[src/rtl/cmov_pipe_unit_if.sv]
// Handshake and register-write bus of the conditional-move pipeline.
// The master side issues instructions and collects writes; the slave side is the unit.
interface cmov_pipe_unit_if #(
    parameter int WIDTH  = 32,
    parameter int ADDR_W = 5
);
    logic              in_valid;
    logic              in_ready;
    logic [5:0]        opcode;
    logic [WIDTH-1:0]  rs_data;
    logic [WIDTH-1:0]  rt_data;
    logic [ADDR_W-1:0] rd_addr;
    logic              out_valid;
    logic              out_ready;
    logic              wr_en;
    logic [ADDR_W-1:0] wr_addr;
    logic [WIDTH-1:0]  wr_data;
    logic              illegal;

    modport master (
        output in_valid, opcode, rs_data, rt_data, rd_addr, out_ready,
        input  in_ready, out_valid, wr_en, wr_addr, wr_data, illegal
    );

    modport slave (
        input  in_valid, opcode, rs_data, rt_data, rd_addr, out_ready,
        output in_ready, out_valid, wr_en, wr_addr, wr_data, illegal
    );
endinterface

[src/rtl/cmov_pipe_unit.sv]
// Two-stage MOVE/CMOV unit: S1 evaluates the move condition, S2 presents the register write.
// Optional move statistics counters are built when CMOV_STATS_EN is defined.
module cmov_pipe_unit #(
    parameter int WIDTH  = 32,
    parameter int ADDR_W = 5,
    parameter int CNT_W  = 16
) (
    input  logic             clk,
    input  logic             rst_n,
    input  logic             flush,
    cmov_pipe_unit_if.slave  bus
`ifdef CMOV_STATS_EN
    ,
    output logic [CNT_W-1:0] taken_cnt,
    output logic [CNT_W-1:0] skip_cnt
`endif
);

    localparam logic [5:0] OP_MOVE    = 6'b110000;
    localparam logic [5:0] OP_CMOVLT  = 6'b110001;
    localparam logic [5:0] OP_CMOVLTU = 6'b110010;
    localparam logic [5:0] OP_CMOVEQ  = 6'b110011;
    localparam logic [5:0] OP_CMOVNE  = 6'b110100;
    localparam logic [5:0] OP_CMOVGE  = 6'b110101;

    if (WIDTH < 1 || ADDR_W < 1 || CNT_W < 1) begin : g_param_check
        $error("cmov_pipe_unit: WIDTH, ADDR_W and CNT_W must be positive");
    end

    logic              s1_valid;
    logic              s1_cond;
    logic              s1_illegal;
    logic [WIDTH-1:0]  s1_data;
    logic [ADDR_W-1:0] s1_addr;

    logic              s2_valid;
    logic              s2_cond;
    logic              s2_illegal;
    logic [WIDTH-1:0]  s2_data;
    logic [ADDR_W-1:0] s2_addr;

    logic dec_cond;
    logic dec_illegal;
    logic s1_adv;
    logic s2_adv;
    logic accept;

    // Ready depends only on the valid bits and out_ready, never on in_valid.
    assign s2_adv       = !s2_valid || bus.out_ready;
    assign s1_adv       = !s1_valid || s2_adv;
    assign bus.in_ready = s1_adv;
    assign accept       = bus.in_valid && s1_adv;

    always_comb begin
        dec_cond    = 1'b0;
        dec_illegal = 1'b0;
        case (bus.opcode)
            OP_MOVE:    dec_cond = 1'b1;
            OP_CMOVLT:  dec_cond = $signed(bus.rs_data) < $signed(bus.rt_data);
            OP_CMOVLTU: dec_cond = bus.rs_data < bus.rt_data;
            OP_CMOVEQ:  dec_cond = bus.rs_data == bus.rt_data;
            OP_CMOVNE:  dec_cond = bus.rs_data != bus.rt_data;
            OP_CMOVGE:  dec_cond = $signed(bus.rs_data) >= $signed(bus.rt_data);
            default:    dec_illegal = 1'b1;
        endcase
    end

    always_ff @(posedge clk or negedge rst_n) begin
        if (!rst_n) begin
            s1_valid   <= 1'b0;
            s1_cond    <= 1'b0;
            s1_illegal <= 1'b0;
            s1_data    <= '0;
            s1_addr    <= '0;
        end else if (flush) begin
            s1_valid <= 1'b0;
        end else if (s1_adv) begin
            s1_valid <= accept;
            if (accept) begin
                s1_cond    <= dec_cond;
                s1_illegal <= dec_illegal;
                s1_data    <= bus.rs_data;
                s1_addr    <= bus.rd_addr;
            end
        end
    end

    // S2 holds its contents untouched while the writeback stage stalls.
    always_ff @(posedge clk or negedge rst_n) begin
        if (!rst_n) begin
            s2_valid   <= 1'b0;
            s2_cond    <= 1'b0;
            s2_illegal <= 1'b0;
            s2_data    <= '0;
            s2_addr    <= '0;
        end else if (flush) begin
            s2_valid <= 1'b0;
        end else if (s2_adv) begin
            s2_valid <= s1_valid;
            if (s1_valid) begin
                s2_cond    <= s1_cond;
                s2_illegal <= s1_illegal;
                s2_data    <= s1_data;
                s2_addr    <= s1_addr;
            end
        end
    end

    assign bus.out_valid = s2_valid;
    assign bus.wr_en     = s2_valid && s2_cond && !s2_illegal;
    assign bus.illegal   = s2_valid && s2_illegal;
    assign bus.wr_addr   = s2_addr;
    assign bus.wr_data   = s2_data;

`ifdef CMOV_STATS_EN
    logic out_fire;

    // A handshake coinciding with a flush is squashed, so it is not counted.
    assign out_fire = s2_valid && bus.out_ready && !flush;

    always_ff @(posedge clk or negedge rst_n) begin
        if (!rst_n) begin
            taken_cnt <= '0;
            skip_cnt  <= '0;
        end else begin
            if (out_fire && s2_cond && !s2_illegal && (taken_cnt != '1)) begin
                taken_cnt <= taken_cnt + 1'b1;
            end
            if (out_fire && !s2_cond && !s2_illegal && (skip_cnt != '1)) begin
                skip_cnt <= skip_cnt + 1'b1;
            end
        end
    end
`endif

endmodule

[src/flat_wrapper.sv]
// flat-port wrapper written by rule: the top's interface ports become plain ports
module cmov_pipe_unit_flat 
#(
    parameter int WIDTH  = 32,
    parameter int ADDR_W = 5,
    parameter int CNT_W  = 16
)
  (clk, rst_n, flush, bus_in_valid, bus_opcode, bus_rs_data, bus_rt_data, bus_rd_addr, bus_out_ready, bus_in_ready, bus_out_valid, bus_wr_en, bus_wr_addr, bus_wr_data, bus_illegal);
  cmov_pipe_unit_if #(.WIDTH(WIDTH), .ADDR_W(ADDR_W)) bus_i ();
  input  logic clk;
  input  logic rst_n;
  input  logic flush;
  input wire logic [$bits(bus_i.in_valid)-1:0] bus_in_valid;
  input wire logic [$bits(bus_i.opcode)-1:0] bus_opcode;
  input wire logic [$bits(bus_i.rs_data)-1:0] bus_rs_data;
  input wire logic [$bits(bus_i.rt_data)-1:0] bus_rt_data;
  input wire logic [$bits(bus_i.rd_addr)-1:0] bus_rd_addr;
  input wire logic [$bits(bus_i.out_ready)-1:0] bus_out_ready;
  output wire logic [$bits(bus_i.in_ready)-1:0] bus_in_ready;
  output wire logic [$bits(bus_i.out_valid)-1:0] bus_out_valid;
  output wire logic [$bits(bus_i.wr_en)-1:0] bus_wr_en;
  output wire logic [$bits(bus_i.wr_addr)-1:0] bus_wr_addr;
  output wire logic [$bits(bus_i.wr_data)-1:0] bus_wr_data;
  output wire logic [$bits(bus_i.illegal)-1:0] bus_illegal;
  assign bus_i.in_valid = bus_in_valid;
  assign bus_i.opcode = bus_opcode;
  assign bus_i.rs_data = bus_rs_data;
  assign bus_i.rt_data = bus_rt_data;
  assign bus_i.rd_addr = bus_rd_addr;
  assign bus_i.out_ready = bus_out_ready;
  assign bus_in_ready = bus_i.in_ready;
  assign bus_out_valid = bus_i.out_valid;
  assign bus_wr_en = bus_i.wr_en;
  assign bus_wr_addr = bus_i.wr_addr;
  assign bus_wr_data = bus_i.wr_data;
  assign bus_illegal = bus_i.illegal;
  cmov_pipe_unit #(.WIDTH(WIDTH), .ADDR_W(ADDR_W), .CNT_W(CNT_W)) u_core (.clk(clk), .rst_n(rst_n), .flush(flush), .bus(bus_i));
endmodule
[config.mk]
export PLATFORM = sky130hd
export DESIGN_NAME = cmov_pipe_unit_flat
export DESIGN_NICKNAME = d
export VERILOG_FILES = /design/src/rtl/cmov_pipe_unit_if.sv /design/src/rtl/cmov_pipe_unit.sv /design/src/flat_wrapper.sv
export SDC_FILE = /design/constraint.sdc
export NUM_CORES = 1
export LEC_CHECK = 0
export CORE_AREA = 2 2 118 120
export DETAILED_ROUTE_END_ITERATION = 10
export DIE_AREA = 0 0 120 122
export HOLD_SLACK_MARGIN = 0.12
export PLACE_DENSITY_LB_ADDON = 0.12
export RECOVER_POWER = 50
export SLEW_MARGIN = 5
export SYNTH_ARGS = -nofsm -noshare
export SYNTH_HDL_FRONTEND = slang
export SYNTH_SLANG_ARGS = --single-unit
[constraint.sdc]
create_clock -name clk -period 4.6 [get_ports clk]
set_input_delay 0.46 -clock clk [delete_from_list [all_inputs] [get_ports clk]]
set_output_delay 0.46 -clock clk [all_outputs]
set_load 0.03 [all_outputs]
==> metrics.yaml, run 1 <==
status: "finished with violations"
failed_checks: "capacitance limit, slew limit"
synth_area_leaders: "dfrtp_1 (51%), mux2_2 (22%), ha_1 (10%), inv_1 (3.3%), a21oi_1 (2.2%)"
hpwl_um: 6710
holdPathEnd: "u_core.s1_data[0]$_DFFE_PN0P_"
relSlewSlack_pct: -12.2
die_w_um: 120
grt_usage_pct: 13.0
grt_pass1_wl_um: 14500
drt-vias-per-instance: 4.48
stdcell_count: 620
place_area_um2: 5350
rr_endpoint: "u_core.s1_cond$_DFFE_PN0P_"
cts_root_buf: "clkbuf_16"
antenna_found_initial: 0
critPathKind: "in -> reg"
reg2reg_depth: 6
hold_class: "reg -> reg"
synth-seq-area-share_pct: 51.0
leakage_nw: 2.47
drv_slew: 32
cts_tree: "built"
syn_avg_cell_area_um2: 12.8
critPathMaxFanout: 28
final_util_pct: 41.6
drv_cap: 1
worst_ep_required_time_ns: 4.82
grt_max_degree: 51
final_nets: 547
power-per-cell-area_nw_per_um2: 409
final.period_utilization_pct: 57.0
wl_um: 9050
cts_buffer_depth: 2
worstPathArrival_ns: 2.84
final.setup.tns_ns: 0
dieArea_um2: 14600
setup_viol: 0
syn_to_final_growth_pct: 43.0
fin_skew_ns: 0.00541
core_um2: 13500
cp-end-kind: "flop"
syn-cell-area_um2: 3930
diodes: 0
rsz0062_at_grt: "false"
reg2reg_from: "u_core.bus.out_valid$_DFFE_PN0P_"
drt_iter0_markers: 51
path_clk_slew_ns: 0.06
wire_per_inst_um: 14.6
io_buffer_count: 120
synth_nets: 420
place_inst: 603
ys_ff_latch: 80
yosysTopAreaCell: "dfrtp_1"
initial_utilization_pct: 29.1
vias: 2777
rows: 43
route.detailed.drc: 0
die_height_um: 122
r2r_slack_ns: 2.16
fin_area_um2: 5620
post_cts_buffers: 0
synth_top_flop_cell: "dfrtp_1"
ios: 121
period_needed_ns: 2.62
yosys_warnings: 0
ys_types: 35
clkLatencyLatePin_ns: 0.34
cp-startpoint: "bus_out_ready"
final_antenna_net_count: 0
synth_enable_flop_cells: 0
grt_pass1_vias: 2873
dr.pass1.iters: 4
crit_path_start_kind: "input port"
timing.fmax_mhz: 381
cts.sinks: 80
hold_buffers: 1
hold_viol: 0
whs_path_depth: 2
synth_top_cells_by_count: "dfrtp_1 (80), mux2_2 (75), inv_1 (35), ha_1 (32), a21oi_1 (17)"
cts_made_buffers: 9
synth.most_common_cell: "dfrtp_1"
synth_top_area_share_pct: 51.0
hold-worst-slack_ns: 0.486
layout-drive-gt1-share_pct: 23.4
cts-resized-gates: 0
tightest_slew_ns: 1.68
netlist_instances: 308
overflow: 0
async_flop_share_pct: 100
htreeDepth: 3
routabilityCongestion: 0.740
vdd_ir_drop_max_mv: 0.166
hold_path.startpoint: "u_core.s1_data[0]$_DFFE_PN0P_"
[metal layers]
metal  track usage (%)  wire, um  vias to the layer above
li1                  -         -                     1350
met1              17.5      4400                     1338
met2              19.9      4030                       75
met3              3.23       445                       14
met4              5.74       168                        0
met5                 0         0                        -
[worst max-delay path by stage]
stage / end / slack [ns]
final: u_core.s1_addr[1]$_DFFE_PN0P_ / 1.98
after global routing: u_core.bus.wr_data[13]$_DFFE_PN0P_ / 1.55
after CTS: u_core.s1_cond$_DFFE_PN0P_ / 2.02
after detailed placement: u_core.s1_cond$_DFFE_PN0P_ / 1.67
after global placement: u_core.s1_cond$_DFFE_PN0P_ / 1.77
after floorplan: u_core.s1_cond$_DFFE_PN0P_ / 2.67
[registers in the layout (all words and copies together) (netlist names)]
register,count
u_core.s1_data,32
u_core.s1_cond,1
u_core.bus.wr_addr,5
u_core.s2_cond,1
u_core.s2_illegal,1
u_core.s1_addr,5
u_core.bus.out_valid,1
u_core.s1_illegal,1
u_core.s1_valid,1
u_core.bus.wr_data,32
[kinds of logic after synthesis]
| group | share of synthesized area, % |
|---|---|
| adder cells (fa/ha/maj) | 10.2 |
| buffers and inverters | 4.36 |
| XOR/XNOR | 0.446 |
| AND/OR/NAND/NOR | 7.23 |
| multiplexers | 21.5 |
| flip-flops | 51.0 |
| AO/OA/AOI/OAI | 5.29 |
[power by group]
| group | total [W] | switching (W) | internal, W |
|---|---|---|---|
| Sequential | 0.000930 | 0.0000746 | 0.000855 |
| Clock | 0.000646 | 0.000284 | 0.000362 |
| Combinational | 0.000724 | 0.000366 | 0.000357 |
| Total | 0.00230 | 0.000724 | 0.00157 |
[metrics by stage]
stage / total power (W) / setup slack, ns
after floorplan: 0.00134 / 2.67
after global placement: 0.00169 / 1.77
after detailed placement: 0.00170 / 1.67
after CTS: 0.00235 / 2.02
after global routing: 0.00243 / 1.55
final: 0.00230 / 1.98
[cell usage in the layout, fill, tap and decap left out, drive strengths merged, types with 2 or more instances in the layout]
cell type,count
nor2,6
clkbuf,11
nor3,2
dlygate4sd3,20
a21o,2
nand4,8
nand2,11
nor2b,2
dfrtp,80
inv,35
nor3b,3
buf,3
ha,32
a2111oi,2
nand3,5
clkinv,5
mux2,75
nor4,2
a21oi,17
o21ai,5
clkdlybuf4s50,100
xnor2,2
[final cells by class]
| cell class | instances | area [um^2] |
|---|---|---|
| Multi-Input combinational cell | 185 | 1750 |
| Clock inverter | 6 | 36.3 |
| Inverter | 35 | 131 |
| Fill cell | 1305 | 7890 |
| Clock buffer | 10 | 229 |
| Tap cell | 180 | 225 |
| Sequential cell | 80 | 2000 |
| Timing Repair Buffer | 124 | 1240 |
[worst max-delay path, stage by stage]
cell and delay (ns):
dlygate4sd3_1 0.53, nor2b_1 0.32, nand2_1 0.14, nand3b_2 0.61
buf_4 0.38, mux2_2 0.36
No activity file was read; power rests on OpenSTA's default activity.
==> run 2: changes to the inputs <==
clock period = 2.26 ns   (was 4.6 ns; I/O delays follow)
==> run 2 against run 1 <==
  * Worst setup slack lost 1.8 ns
  * Final cell count up 2.4%
  * The flow now finishes without violations
  * Sequential power grew 100%
  * Sequential cell count did not move
  * Critical path type is now reg -> out
  * Clock skew up 0.0020 ns
  * Largest cell class unchanged
  * Critical endpoint is now bus_in_ready
  * Register-to-register slack worse by 1.9 ns
  * Highest routed layer unchanged
  * Clock power up 120%
==> metrics.yaml, run 2 (synthesis gave the netlist of run 1 again) <==
drv_cap: 0
cts_tree: "built"
grt_pass1_vias: 3006
htreeDepth: 3
initial_utilization_pct: 29.1
diodes: 0
fin_ws_ns: 0.182
grt_usage_pct: 13.5
rsz0062_at_grt: "false"
drv_slew: 0
post-place-ws_ns: -0.0743
dieArea_um2: 14600
final.setup.tns_ns: 0
antenna_found_initial: 0
die_height_um: 122
route.detailed.drc: 0
cts-resized-gates: 0
final.period_utilization_pct: 92.0
layout-drive-gt1-share_pct: 26.4
layout_commonest_cell: "clkdlybuf4s50_1"
worst_ep_required_time_ns: 2.03
leakage_nw: 2.54
hold_viol: 0
critPathKind: "reg -> out"
cts_made_buffers: 9
post_cts_buffers: 0
status: "finished, final reports clean"
hold_path.startpoint: "u_core.s1_data[0]$_DFFE_PN0P_"
cts_root_buf: "clkbuf_16"
tightest_slew_ns: 0.961
syn_to_final_growth_pct: 46.4
clkLatencyLatePin_ns: 0.33
wl_um: 9050
ios: 121
cts_buffer_depth: 2
cp-end-kind: "primary output"
place_area_um2: 5480
die_w_um: 120
setup_viol: 0
grt_pass1_wl_um: 15100
final_antenna_net_count: 0
routabilityCongestion: 0.780
drt_iter0_markers: 83
rows: 43
core_um2: 13500
cp-startpoint: "u_core.bus.out_valid$_DFFE_PN0P_"
fin_skew_ns: 0.00738
hpwl_um: 6990
io_buffer_count: 120
cts.sinks: 80
fin_area_um2: 5750
period_needed_ns: 2.08
overflow: 0
path_clk_slew_ns: 0.06
hold_class: "reg -> reg"
final_nets: 562
hold_buffers: 1
power-per-cell-area_nw_per_um2: 846
vias: 2842
wire_per_inst_um: 14.2
worstPathArrival_ns: 1.85
vdd_ir_drop_max_mv: 0.456
layout_common_cells: "clkdlybuf4s50_1 (119), dfrtp_1 (80), mux2_2 (75), inv_1 (35), ha_1 (32)"
timing.fmax_mhz: 481
critPathMaxFanout: 4
dr.pass1.iters: 4
relSlewSlack_pct: 35.9
drt-vias-per-instance: 4.48
crit_path_start_kind: "flop"
grt_max_degree: 44
reg2reg_from: "u_core.bus.out_valid$_DFFE_PN0P_"
-- run 2: final timing paths --
kind                                                      end  slack (ns)  cells after the start
max in group asynchronous      u_core.s1_data[11]$_DFFE_PN0P_        0.45                      3
min in group asynchronous  u_core.bus.wr_data[24]$_DFFE_PN0P_        0.58                      2
max reg2reg                u_core.bus.wr_data[20]$_DFFE_PN0P_        0.26                      4
min reg2reg                     u_core.s1_data[0]$_DFFE_PN0P_        0.48                      2
min                             u_core.s1_data[0]$_DFFE_PN0P_        0.48                      2
max                                              bus_in_ready        0.18                      3
-- run 2: routing by layer --
layer / routed length [um] / share of wire (%) / GRT usage [%] / vias to the layer above
met4: 165 / 1.8 / 5.74 / 0
met2: 4070 / 45 / 20.5 / 76
met1: 4300 / 48 / 18.0 / 1381
li1: - / - / - / 1373
met3: 513 / 5.7 / 3.65 / 12
met5: 0 / 0 / 0 / -
-- run 2: area by class of cell --
| class | instances | area (um^2) |
|---|---|---|
| flip-flops and latches | 80 | 2000 |
| fillers | 1279 | 7750 |
| well taps | 180 | 225 |
| repair buffers | 139 | 1340 |
| multi-input cells | 185 | 1750 |
| clock inverters | 3 | 23.8 |
| clock buffers | 13 | 280 |
| inverters | 35 | 131 |
-- run 2: power breakdown --
part	internal (W)	leakage [nW]	switching [W]
logic	0.000781	1.45	0.000750
registers	0.00174	0.949	0.000151
clock network	0.000866	0.144	0.000576
-- run 2: metrics by stage --
stage,hold WS (ns),util [%],power [W],instances
after floorplan,-0.0696,-,0.00273,308
after global placement,0.236,40.6,0.00346,618
after detailed placement,0.238,40.6,0.00348,618
after CTS,0.432,42.9,0.00496,635
after global routing,0.505,42.6,0.00513,635
final,0.480,42.6,0.00486,635
-- run 2: critical path, stage by stage, from the launching register on --
cell,delay (ns)
dfrtp_1,0.37
nor2b_1,0.36
nand2_1,0.16
clkdlybuf4s50_1,0.62
==> run 3: changes to the inputs <==
clock period = 2.04 ns   (was 2.26 ns; I/O delays follow)
==> run 3 against run 2 <==
  * Die area stayed put
  * Sequential power increased by 11%
  * Power up 13%
  * Routed wire length is 2.3% higher
  * Global-route usage down 0.20 points
  * First-iteration DRC count rose by 22%
  * Sequential cell count unchanged
  * Clock-buffer cell count decreased by 1
  * Critical path depth increased by 6
  * Via count is 0.67% higher
==> metrics.yaml, run 3 (synthesis gave the netlist of run 1 again) <==
cts.sinks: 80
critPathMaxFanout: 3
final_nets: 575
power_w: 0.00550
period_needed_ns: 1.90
grt_max_degree: 81
dieArea_um2: 14600
grt_pass1_vias: 3028
die_w_um: 120
route.detailed.drc: 0
place_area_um2: 5570
rows: 43
fin_area_um2: 6040
layout_commonest_cell: "clkdlybuf4s50_1"
fillers: 1293
cts_buffer_depth: 2
grt_usage_pct: 13.3
vdd_ir_drop_max_mv: 0.430
cp-end-kind: "flop"
leakage_nw: 2.71
stdcell_count: 648
initial_utilization_pct: 29.1
fin_skew_ns: 0.00496
vias: 2861
critPathKind: "in -> reg"
crit_path_start_kind: "input port"
seq_area_um2: 2000
worstPathArrival_ns: 2.15
hold_viol: 0
timing.fmax_mhz: 527
diodes: 0
worst_ep_required_time_ns: 2.29
setup_viol: 0
layout-drive-gt1-share_pct: 32.3
final_antenna_net_count: 0
final.period_utilization_pct: 93.1
tightest_slew_ns: 1.12
drv_slew: 0
core_um2: 13500
overflow: 0
drt-vias-per-instance: 4.42
final_util_pct: 44.8
grt_pass1_wl_um: 15000
wire_per_inst_um: 14.3
cts_tree: "built"
final.setup.tns_ns: 0
drt_iter0_markers: 101
relSlewSlack_pct: 25.2
clkLatencyLatePin_ns: 0.33
status: "finished, final reports clean"
multi_input_area_um2: 1910
cts_root_buf: "clkbuf_16"
syn_to_final_growth_pct: 53.9
drv_cap: 0
antenna_found_initial: 0
wl_um: 9260
dr.pass1.iters: 4
power-per-cell-area_nw_per_um2: 909
hold_class: "in -> reg"
layout_common_cells: "clkdlybuf4s50_1 (109), dfrtp_1 (80), mux2_2 (75), inv_1 (30), buf_4 (28)"
routabilityCongestion: 0.784
io_buffer_count: 120
path_clk_slew_ns: 0.06
cts_made_buffers: 9
hpwl_um: 6870
place_inst: 630
ios: 121
die_height_um: 122
htreeDepth: 3
==> run 3: layer usage <==
metal,part of all wire (%),up-vias,GRT usage [%]
li1,-,1403,-
met1,48,1373,17.7
met2,45,76,20.6
met3,4.9,9,2.95
met4,1.7,0,5.96
met5,0,-,0
==> run 3: final timing paths <==
path	slack [ns]	startpoint	cells past startpoint	to
max in group asynchronous	0.57	rst_n	3	u_core.s1_data[4]$_DFFE_PN0P_
max reg2reg	0.25	u_core.bus.out_valid$_DFFE_PN0P_	4	u_core.bus.wr_data[24]$_DFFE_PN0P_
min in group asynchronous	0.75	rst_n	3	u_core.s1_data[27]$_DFFE_PN0P_
min reg2reg	0.48	u_core.s1_data[0]$_DFFE_PN0P_	2	u_core.s1_data[0]$_DFFE_PN0P_
min	0.22	bus_rs_data[9]	2	u_core.s1_data[9]$_DFFE_PN0P_
max	0.14	bus_rt_data[30]	9	u_core.s1_cond$_DFFE_PN0P_
==> run 3: per-stage QoR <==
stage	worst slack (ns)	hold WS, ns
floorplan	0.173	-0.0916
detailed placement	-0.295	0.272
CTS	0.0590	0.462
global route	-0.00183	0.234
global placement	-0.265	0.264
finish	0.141	0.222
==> run 3: timing repair <==
| item | CTS | global route |
|---|---|---|
| gates resized for setup | 0 | 33 |
| hold buffers | 1 | 0 |
| setup endpoints to repair | 0 | 1 |
| setup buffers | 0 | 1 |
| hold endpoints to repair | 80 | 0 |
==> run 3: cell type report <==
cell class / instances / share of cell area (%)
Sequential cell: 80 / 33.1
Multi-Input combinational cell: 185 / 31.7
Timing Repair Buffer: 152 / 24.2
Clock buffer: 12 / 4.24
Tap cell: 180 / 3.73
Inverter: 35 / 2.17
Clock inverter: 4 / 0.849
==> run 3: worst max-delay path, stage by stage <==
cell	delay (ns)
clkdlybuf4s50_1	0.49
inv_1	0.05
ha_1	0.33
nand4_4	0.14
nor4_4	0.38
nand2_2	0.11
nor4b_4	0.23
a211oi_2	0.07
a31oi_1	0.16
==> run 3: power by group <==
part | switching, W | leakage, nW | internal (W)
logic | 0.000854 | 1.61 | 0.000898
clock network | 0.000628 | 0.149 | 0.00102
registers | 0.000170 | 0.949 | 0.00193
